`config.mk`:
```
export PLATFORM = sky130hd
export DESIGN_NAME = uart_tx_framer
export DESIGN_NICKNAME = d
export VERILOG_FILES = /design/src/rtl/uart_tx_framer_pkg.sv /design/src/rtl/uart_tick_gen.sv /design/src/rtl/uart_tx_framer.sv
export SDC_FILE = /design/constraint.sdc
export NUM_CORES = 1
export LEC_CHECK = 0
export CAP_MARGIN = 10
export CORE_ASPECT_RATIO = 0.8
export CORE_MARGIN = 2
export CORE_UTILIZATION = 45
export DETAILED_ROUTE_END_ITERATION = 8
export GPL_TIMING_DRIVEN = 1
export PLACE_DENSITY = 0.67
export SYNTH_ARGS = -nofsm -noshare
export SYNTH_HDL_FRONTEND = slang
export SYNTH_SLANG_ARGS = --single-unit
```
`constraint.sdc`:
```
create_clock -name sys_clk -period 5 [get_ports sys_clk]
set_input_delay 1 -clock sys_clk [delete_from_list [all_inputs] [get_ports sys_clk]]
set_output_delay 1 -clock sys_clk [all_outputs]
set_load 0.05 [all_outputs]
```
`src/rtl/uart_tx_framer_pkg.sv`:
```
// uart_tx_framer_pkg: frame constants, FSM state encoding and shared helpers
package uart_tx_framer_pkg;
   localparam logic [7:0] FRAME_HDR = 8'hA5;
   typedef enum logic [1:0] {
      IDLE = 2'd0,
      LOAD = 2'd1,
      FIRE = 2'd2,
      WAIT = 2'd3
   } state_t;
   function automatic logic [7:0] sat_inc(input logic [7:0] v);
      return (v == 8'hFF) ? v : v + 8'd1;
   endfunction
endpackage

```
`src/rtl/uart_tick_gen.sv`:
```
// uart_tick_gen: periodic one-cycle tick every PERIOD_MS milliseconds while enabled
module uart_tick_gen #(
   parameter int CLK_FRE   = 50,
   parameter int PERIOD_MS = 10
) (
   input  logic sys_clk,
   input  logic rst_n,
   input  logic en,
   output logic tick
);
   localparam int N = PERIOD_MS * CLK_FRE * 1000;
   localparam int W = (N > 1) ? $clog2(N) : 1;
   logic [W-1:0] cnt_q, cnt_d;
   assign tick = en && (cnt_q == W'(N - 1));
   always_comb cnt_d = (!en || tick) ? '0 : cnt_q + W'(1);
   always_ff @(posedge sys_clk or negedge rst_n) begin
      if (!rst_n) cnt_q <= '0;
      else cnt_q <= cnt_d;
   end
endmodule

```
`src/rtl/uart_tx_framer.sv`:
```
// uart_tx_framer: builds header/seq/payload/checksum frames and hands them to a UART transmitter
module uart_tx_framer
   import uart_tx_framer_pkg::*;
#(
   parameter int BSN         = 4,
   parameter int CLK_FRE     = 50,
   parameter int PERIOD_MS   = 10,
   parameter int TIMEOUT_CYC = 50000
) (
   input  logic                 sys_clk,
   input  logic                 rst_n,
   input  logic                 trig,
   input  logic                 periodic_en,
   input  logic [(BSN-3)*8-1:0] payload,
   input  logic                 uart_send_comlete,
   output logic                 uart_send_flag,
   output logic [BSN*8-1:0]     dataT,
   output logic                 busy,
   output logic [7:0]           seq,
   output logic                 tx_err,
   output logic [7:0]           drop_cnt
);
   localparam int IW = $clog2(BSN);
   localparam int TW = (TIMEOUT_CYC > 1) ? $clog2(TIMEOUT_CYC) : 1;
   state_t           state_q, state_d;
   logic [IW-1:0]    idx_q, idx_d;
   logic [7:0]       acc_q, acc_d;
   logic [TW-1:0]    to_q, to_d;
   logic [7:0]       seq_q, seq_d;
   logic [7:0]       drop_q, drop_d;
   logic [BSN*8-1:0] data_q, data_d;
   logic             pend_q, pend_d;
   logic             comp_q, comp_d;
   logic             flag_q, flag_d;
   logic             err_q, err_d;
   logic             busy_q, busy_d;
   logic             tick, req, rise, timeout, load;
   logic [7:0]       cur;
   uart_tick_gen #(.CLK_FRE(CLK_FRE), .PERIOD_MS(PERIOD_MS)) u_tick (
      .sys_clk(sys_clk),
      .rst_n  (rst_n),
      .en     (periodic_en),
      .tick   (tick)
   );
   assign req     = trig | tick;
   assign rise    = uart_send_comlete & ~comp_q;
   assign timeout = to_q == TW'(TIMEOUT_CYC - 1);
   assign comp_d  = uart_send_comlete;
   always_comb begin
      cur = '0;
      for (int k = 0; k < BSN; k++) cur = (idx_q == IW'(k)) ? data_q[(BSN-1-k)*8 +: 8] : cur;
   end
   always_comb begin
      state_d = state_q;
      idx_d   = idx_q;
      acc_d   = acc_q;
      to_d    = to_q;
      seq_d   = seq_q;
      drop_d  = drop_q;
      data_d  = data_q;
      pend_d  = pend_q;
      flag_d  = 1'b0;
      err_d   = 1'b0;
      load    = 1'b0;
      // a request arriving while busy is captured before any WAIT exit decision
      if (req && state_q != IDLE) begin
         pend_d = 1'b1;
         drop_d = pend_q ? sat_inc(drop_q) : drop_q;
      end
      case (state_q)
         IDLE: load = req;
         LOAD: begin
            acc_d = acc_q + cur;
            idx_d = idx_q + IW'(1);
            if (idx_q == IW'(BSN - 2)) begin
               data_d[7:0] = acc_q + cur;
               state_d     = FIRE;
               flag_d      = 1'b1;
            end
         end
         FIRE: begin
            to_d    = '0;
            state_d = WAIT;
         end
         WAIT: begin
            to_d  = to_q + TW'(1);
            seq_d = rise ? seq_q + 8'd1 : seq_q;
            err_d = !rise && timeout;
            if (rise || timeout) begin
               load    = pend_d;
               pend_d  = 1'b0;
               state_d = IDLE;
            end
         end
         default: ;
      endcase
      if (load) begin
         data_d  = {FRAME_HDR, seq_d, payload, 8'h00};
         acc_d   = '0;
         idx_d   = '0;
         state_d = LOAD;
      end
      busy_d = state_d != IDLE;
   end
   always_ff @(posedge sys_clk or negedge rst_n) begin
      if (!rst_n) begin
         state_q <= IDLE;
         idx_q   <= '0;
         acc_q   <= '0;
         to_q    <= '0;
         seq_q   <= '0;
         drop_q  <= '0;
         data_q  <= '0;
         pend_q  <= 1'b0;
         comp_q  <= 1'b0;
         flag_q  <= 1'b0;
         err_q   <= 1'b0;
         busy_q  <= 1'b0;
      end else begin
         state_q <= state_d;
         idx_q   <= idx_d;
         acc_q   <= acc_d;
         to_q    <= to_d;
         seq_q   <= seq_d;
         drop_q  <= drop_d;
         data_q  <= data_d;
         pend_q  <= pend_d;
         comp_q  <= comp_d;
         flag_q  <= flag_d;
         err_q   <= err_d;
         busy_q  <= busy_d;
      end
   end
   assign uart_send_flag = flag_q;
   assign dataT          = data_q;
   assign busy           = busy_q;
   assign seq            = seq_q;
   assign tx_err         = err_q;
   assign drop_cnt       = drop_q;
endmodule

```
-- Word-level counts from Yosys, hierarchy flattened
Index checks and enable logic that the tools add are counted.
- register bits: 93
- input port bits: 13
- output and inout bits: 51
- add/sub/neg operators: 6
- equal/unequal tests: 9
- muxes and demuxes: 27
- bitwise logic cells: 4
- reductions and logical operators: 16
- operators by type and width (operator ; number):
    two-way mux 8 bit ; 11
    case mux 16 bit (2 select lines) ; 1
    adder 19 x 1 -> 19 bit (second input constant) ; 1
    == test 19 bit (second input constant) ; 1
    two-way mux 19 bit ; 1
    adder 16 x 1 -> 16 bit (second input constant) ; 1
    adder 8 x 1 -> 8 bit (second input constant) ; 2
    == test 16 bit (second input constant) ; 1
    two-way mux 2 bit ; 5
    nonzero test 2 bit ; 5
    adder 8 bit ; 1
    == test 2 bit (second input constant) ; 4
    == test 8 bit (second input constant) ; 1
    two-way mux 1 bit ; 7
    case mux 2 bit (3 select lines) ; 1
    == test 2 x 1 -> 1 bit (second input constant) ; 2
    logical NOT 2 bit ; 2
    logical AND 1 bit ; 3
    AND reduction 3 bit ; 1
    adder 2 x 1 -> 2 bit (second input constant) ; 1
    logical NOT 1 bit ; 2
    logical OR 1 bit ; 2
    NOT 1 bit ; 2
    case mux 1 bit (2 select lines) ; 1
    3 further kinds ; 3

-- Depth between registers and ports, before layout
Gate-level depths: netlist of run 1.
- depth after elaboration: 9
- depth in mapped cells: 17
- depth with buffers taken out: 17

-- Hierarchy
From an unflattened synthesis of run 1, not the netlist that was laid out.
- cell total of the unflattened synthesis: 466
- area, all modules: 4897.2 sq um
- by module, submodules not included (module ; instances ; cells each ; area an instance (sq um) ; seq. area each (sq um)):
    uart_tx_framer ; 1 ; 369 ; 3916.3 ; 1851.8
    uart_tick_gen ; 1 ; 97 ; 980.9 ; 475.5

-- Worst setup path before layout of run 1
No wires, ideal clock.
- path type: register to register
- start point: register dataT[24] (netlist name)
- end point: register data_q[6] (netlist: dataT[6])
- setup time: 0.129 ns
- arrival: 2.479 ns
- data required time: 4.871 ns
- slack: 2.392 ns
- stages on the path, launching flop included: 16
- path buffers: 0
- cell sequence: dfrtp_1 -> nand2_1 -> nor2_1 -> a21oi_1 -> nor2_1 -> a21oi_1 -> o21ai_0 -> ha_1 -> inv_1 -> fa_1 -> nor2b_1 -> o21ai_0 -> nand2b_1 -> a21oi_1 -> mux2i_1 -> a21oi_1
- cells in the longest elaborated chain, start to end: 8
- ends and longest elaborated chain (what ; line ; RTL):
    two-way mux 8 bit (4 in a row) ; uart_tx_framer.sv:51 ; for (int k = 0; k < BSN; k++) cur = (idx_q == IW'(k)) ? data_q[(BSN-1-k)*8 +: 8] : cur;
    adder 8 bit ; uart_tx_framer.sv:76 ; data_d[7:0] = acc_q + cur;
    two-way mux 8 bit ; uart_tx_framer.sv:75 ; if (idx_q == IW'(BSN - 2)) begin
    two-way mux 8 bit ; uart_tx_framer.sv:70 ; case (state_q)
    two-way mux 8 bit ; uart_tx_framer.sv:97 ; if (load) begin
    to (signal assigned) ; uart_tx_framer.sv:126 ; data_q <= data_d;
    to (decl) ; uart_tx_framer.sv:31 ; logic [BSN*8-1:0] data_q, data_d;
Every way passes these cells. The select of a mux whose other input is x is not followed.
A chain may end at the register's enable or synchronous reset.

-- Final worst setup path of run 1
- start point: register idx_q[0]
- end point: register data_q[7] (netlist: dataT[7])
- cells in the longest elaborated chain, start to end: 9
- elaborated cells on any way between the ends: 14
- those cells by class: add/sub: 1; eq/ne: 3; mux: 7; reduce/logical: 3
- ends and longest elaborated chain (what ; line ; RTL):
    from (decl) ; uart_tx_framer.sv:26 ; logic [IW-1:0] idx_q, idx_d;
    from (signal assigned) ; uart_tx_framer.sv:121 ; idx_q <= idx_d;
    logical NOT 2 bit ; uart_tx_framer.sv:51 ;
    two-way mux 8 bit (4 in a row) ; uart_tx_framer.sv:51 ;
    adder 8 bit ; uart_tx_framer.sv:76 ;
    two-way mux 8 bit ; uart_tx_framer.sv:75 ;
    two-way mux 8 bit ; uart_tx_framer.sv:70 ;
    two-way mux 8 bit ; uart_tx_framer.sv:97 ;
Parallel ways exist; a longest one is shown, timed or not. The select of a mux whose other input is x is not followed.

==> reports/results.ini, run 1 <==
[run_status]
outcome=finished, final reports clean

[clock_tree]
cts_tree=yes
cts-buffers-inserted=9
cts_sinks=93
ctsHoldBuffers=0
ctsResizeCount=0
clk_latency_ns=0.34
h-tree-depth=3
cts_buffer_depth=2
postCtsSetupBuffers=0
clkTransAtPathRegs_ns=0.07
cts-root-buf=clkbuf_16

[route]
drt-wirelength-per-cell_um=15.3
drt-initial-drc-count=228
routed_wl_um=10100
antenna_left=0
vias=3506
drc=0
dr.pass1.iters=4
vias_per_cell=5.30

[synthesis]
yosysTopAreaCellShare_pct=49.2
synth-main-ff-cell=dfrtp_1
netlist_instances=463
ys_seq_elements=93
syn_area_mm2=0.00473
async_reset_ff_share_pct=100
ys_seq_area_share_pct=49.2
synthTopCellsByArea=dfrtp_1 (49%), ha_1 (5.0%), xnor2_1 (5.0%), mux2_1 (3.8%), nor2_1 (3.6%)
syn_area_per_cell_um2=10.2
yosysUniqueCellTypes=51
yosysWarningCount=0
synth-edff-count=0
yosysTopAreaCell=dfrtp_1

[setup_path]
cp-start-kind=flip-flop
cp.arrival_ns=3.49
cp-end-kind=flip-flop
critPathTopFamily=compound AO/OA/AOI/OAI gates
cp_cell_sequence=inv_1 > ha_1 > nor2b_1 > a22oi_1 > o21ai_0 > ha_1 > a21oi_1 > o211ai_1 > o41ai_1 > xnor2_1 > a211oi_1
critPathSlowestCell=dfrtp_1
cp_max_fo=14
path_buf_inv=1
required_ns=5.25
cpMostUsedCell=ha_1
worstSetupPathType=flip-flop to flip-flop
max_stage_delay_ns=0.42

[sta]
setup_viol=0
tightest_slew_ns=0.808
period_share_pct=64.8
slew_headroom_pct=46.1
period_needed_ns=3.24
grt_setup_unrepaired=false
finalSetupTns_ns=0
finClkSkew_ns=0.00583
finalHoldViolCount=0
slew_violations=0
hold_ws_ns=0.490
fmax_ghz=0.308

[pwr]
vdd_drop_max_mv=0.302
p_total_mw=3.27
powerDensity_mw_per_mm2=574
power_leakage_nw=2.49

[layout]
n_antenna_cell=0
drive_gt1_share_pct=5.57
layout_commonest_cell=dfrtp_1
final_cell_mix=dfrtp_1 (93), clkdlybuf4s50_1 (58), nor2_1 (45)
syn2layout_area_growth_pct=20.5
finalNetCount=549

[placement]
dp_hpwl_um=7130
gp_congestion=0.841
port_buffers=59

[flow_run]
max_cap_viol_count=0

[floorplan]
fp.dieH_um=95.7
die-area_mm2=0.0114
io_pins=64
start_util_pct=46.2
die_w_um=119
coreArea_mm2=0.0102
fp-row-count=33

[min_path]
hold_class=flip-flop to flip-flop

[global_routing]
grt_pass1_vias=3510
antenna_found_initial=0
grt_max_degree=61
grt_pass1_wl_um=17300
grt_overflow_total=0
grt_usage_pct=19.4

## cells by family (layout without fill, tap and decap cells)
| group | after synthesis | count (layout) | synth area share [%] |
|---|---|---|---|
| other cells | 1 | 4 | 0.0792 |
| fa+ha+maj | 20 | 20 | 5.44 |
| xor+xnor | 38 | 38 | 7.03 |
| flops | 93 | 93 | 49.2 |
| compound gates | 67 | 67 | 8.75 |
| mux | 29 | 29 | 6.61 |
| simple gates | 177 | 177 | 18.9 |
| buf+inv | 38 | 93 | 3.99 |
## per-stage QoR
step | worst slack [ns] | std cells | util, % | area [µm²]
3_5_place_dp | 1.59 | 645 | 52.8 | 5410
5_1_grt | 1.52 | 661 | 55.7 | 5710
2_1_floorplan | 2.39 | 466 | - | 4750
3_3_place_gp | 1.63 | 645 | 52.8 | 5410
4_1_cts | 1.79 | 661 | 55.7 | 5710
6_report | 1.76 | 661 | 55.7 | 5710
## state kept, by name, indices dropped and copies added (netlist names), 2 cells and up
register and cells:
acc_q 8, dataT 25, drop_cnt 8, idx_q 2
seq 8, state_q 2, to_q 16, u_tick.cnt_q 19
## per-layer routing
metal  track usage [%]  share of wire (%)  vias up
li1                  -                  -     1712
met1              27.4                 51     1712
met5                 0                  0        -
met4              7.44                1.5        0
met2              29.2                 43       69
met3              4.56                4.0       13
## synthesized netlist by cell type (2+ instances only)
cell       n
dfrtp_1   93
nor2_1    45
nand2_1   43
nand3_1   30
xnor2_1   27
a21oi_1   21
ha_1      19
o21ai_0   19
mux2_1    16
inv_1     15
and3_1    12
clkbuf_1  11
mux2i_1   11
xor2_1    11
buf_4     10
nand4_1   10
nand2b_1   6
nor3_1     6
nor3b_1    5
o211ai_1   5
a211oi_1   4
a22oi_1    4
and2_1     4
o31ai_1    3
a31o_2     2
mux2_2     2
nor2b_1    2
o21bai_1   2
or3_1      2
or4bb_1    2
## power by group
group	total, mW	internal (mW)	switching [mW]
sequential	1.07	0.914	0.152
clock	0.683	0.390	0.293
combinational	1.52	0.570	0.954
total	3.27	1.87	1.40
## worst register-to-register path, cell delays in order (launching register included)
cell,delay [ns]
dfrtp_1,0.42
inv_1,0.09
ha_1,0.38
nor2b_1,0.39
a22oi_1,0.15
o21ai_0,0.25
ha_1,0.27
a21oi_1,0.22
o211ai_1,0.22
o41ai_1,0.36
xnor2_1,0.15
a211oi_1,0.25
## final timing paths
path	from	endpoint	slack, ns	depth (start not counted)
worst max-delay path	idx_q[0]	dataT[7]	1.76	11
worst min-delay path	to_q[15]	to_q[15]	0.49	1
worst max register to register	idx_q[0]	dataT[7]	1.76	11
worst min register to register	to_q[15]	to_q[15]	0.49	1
max in group asynchronous	rst_n	u_tick.cnt_q[14]	3.32	2
min in group asynchronous	rst_n	to_q[14]	0.72	1
## cell type report
cell class	instances	area, µm²
sequential	93	2330
multi-input combinational	335	2240
clock inverter	7	75.1
clock buffer	9	225
inverter	15	56.3
fill	900	4530
tap	140	175
timing repair buffer	62	611
Note: power is estimated with default switching activity, not from simulation.
==> run 2, diff against run 1 <==
==> constraint.sdc (replaced) <==
create_clock -name sys_clk -period 3.17 [get_ports sys_clk]
set_input_delay 0.634 -clock sys_clk [delete_from_list [all_inputs] [get_ports sys_clk]]
set_output_delay 0.634 -clock sys_clk [all_outputs]
set_load 0.05 [all_outputs]
==> run 2 against run 1 <==
Largest cell class unchanged. Die area is the same. Fmax increased by 12%. Non-clock buffer count is 2 higher. Hold slack worse by 0.19 ns. Global-route usage shrank 0.47 points. Register-to-register slack lost 1.5 ns. Largest power group unchanged.
==> reports/results.ini, run 2 (same netlist as run 1, synthesis figures left out) <==
[layout]
stdcell_count=662
final_cell_mix=dfrtp_1 (93), clkdlybuf4s50_1 (58), nor2_1 (44)
syn2layout_area_growth_pct=21.8
finalNetCount=551
largest_reg_flops=25
drive_gt1_share_pct=5.94
fillers=906
register_area_mm2=0.00233
layout_commonest_cell=dfrtp_1
multi_input_comb_area_mm2=0.00224
n_antenna_cell=0

[route]
vias_per_cell=5.29
vias=3505
routed_wl_um=10200
drc=0
drt-wirelength-per-cell_um=15.5
antenna_left=0
dr.pass1.iters=4
drt-initial-drc-count=213

[setup_path]
reg2reg_setup_slack_ns=0.28
worstSetupPathType=flip-flop to flip-flop
critPathTopFamily=compound AO/OA/AOI/OAI gates
max_stage_delay_ns=0.42
cpMostUsedCell=ha_1
cp.arrival_ns=3.14
cp_cell_sequence=inv_1 > ha_1 > nor2b_2 > a22oi_1 > o21ai_0 > ha_1 > a21oi_1 > o211ai_1 > o41ai_1 > xnor2_1 > a211oi_1
r2r-end=acc_q[7]
cp-end-kind=flip-flop
required_ns=3.42
r2r_cells=11
path_buf_inv=1
critPathSlowestCell=dfrtp_1
cp_max_fo=9
reg2reg_from=idx_q[0]
cp-start-kind=flip-flop

[global_routing]
antenna_found_initial=0
grt_overflow_total=0
grt_max_degree=49
grt_usage_pct=18.9
grt_pass1_wl_um=17000
grt_pass1_vias=3439

[clock_tree]
postCtsSetupBuffers=0
ctsHoldBuffers=0
clk_latency_ns=0.34
cts_buffer_depth=2
cts_sinks=93
h-tree-depth=3
ctsResizeCount=0
cts-root-buf=clkbuf_16
clkTransAtPathRegs_ns=0.06
cts_tree=yes
cts-buffers-inserted=9

[placement]
gp_congestion=0.878
dp_hpwl_um=7190
port_buffers=59
place_inst=647
place_ws_ns=0.277

[pwr]
p_clk_share_pct=21.7
swShare_pct=41.6
p_sw_mw=2.19
intPower_mw=3.08
power_leakage_nw=2.50
powerDensity_mw_per_mm2=914
vdd_drop_max_mv=0.710
power_frac_seq_pct=32.1
combPwrFrac_pct=46.2

[sta]
finalHoldViolCount=0
fmax_ghz=0.346
slew_violations=0
finalSetupTns_ns=0
grt_setup_unrepaired=false
finClkSkew_ns=0.00928
tightest_slew_ns=0.630
slew_headroom_pct=57.7
setup_ws_ns=0.277
setup_viol=0
period_share_pct=91.2
period_needed_ns=2.89

[run_status]
outcome=finished, final reports clean

[floorplan]
coreArea_mm2=0.0102
die_w_um=119
die-area_mm2=0.0114
fp-row-count=33
io_pins=64
start_util_pct=46.2
fp.dieH_um=95.7

[flow_run]
max_cap_viol_count=0

[min_path]
hold_class=input port to async pin

==> run 2: worst max path at each step <==
stage | depth (start not counted) | endpoint | start | slack (ns)
global route | 16 | dataT[6] | idx_q[1] | 0.03
CTS | 11 | acc_q[7] | idx_q[0] | 0.21
floorplan | 15 | dataT[6] | dataT[24] | 0.56
finish | 11 | acc_q[7] | idx_q[0] | 0.28
detailed placement | 11 | acc_q[7] | idx_q[0] | 0.28
global placement | 11 | dataT[7] | idx_q[0] | 0.46
==> run 2: layout make-up <==
type / count / area share, %
Clock buffer: 11 / 4.21
Multi-Input combinational cell: 335 / 38.9
Timing Repair Buffer: 64 / 11.3
Sequential cell: 93 / 40.4
Clock inverter: 4 / 1.26
Tap cell: 140 / 3.04
Inverter: 15 / 0.976
==> run 2: per-layer routing <==
layer	track usage [%]	wire length, µm	vias up
met5	0	0	-
met4	5.75	26	0
met3	4.86	398	2
met2	29.2	4580	82
met1	26.4	5220	1708
li1	-	-	1713
==> run 2: power groups by stage <==
stage | clock [mW] | sequential, mW | combinational, mW
after floorplan | 0 | 2.17 | 1.26
after global placement | 0 | 1.70 | 2.37
after detailed placement | 0 | 1.70 | 2.43
after CTS | 1.17 | 1.69 | 2.44
after global routing | 1.23 | 1.73 | 2.67
final | 1.14 | 1.69 | 2.44
==> run 2: through the flow <==
step	instance area (µm²)	hold slack (ns)	utilization, %	total power [mW]
detailed placement	5450	0.467	53.2	4.13
global route	5770	0.336	56.3	5.63
CTS	5760	0.318	56.3	5.30
global placement	5450	0.469	53.2	4.07
floorplan	4750	0.338	-	3.43
finish	5770	0.298	56.3	5.27
==> run 3, diff against run 2 <==
--- a/config.mk
+++ b/config.mk
@@ -12,6 +12,7 @@
 export DETAILED_ROUTE_END_ITERATION = 8
 export GPL_TIMING_DRIVEN = 1
 export PLACE_DENSITY = 0.67
+export SLEW_MARGIN = 20
 export SYNTH_ARGS = -nofsm -noshare
 export SYNTH_HDL_FRONTEND = slang
 export SYNTH_SLANG_ARGS = --single-unit
==> results of run 3 <==
Final layout, timing and power as in run 2 (identical DEF).
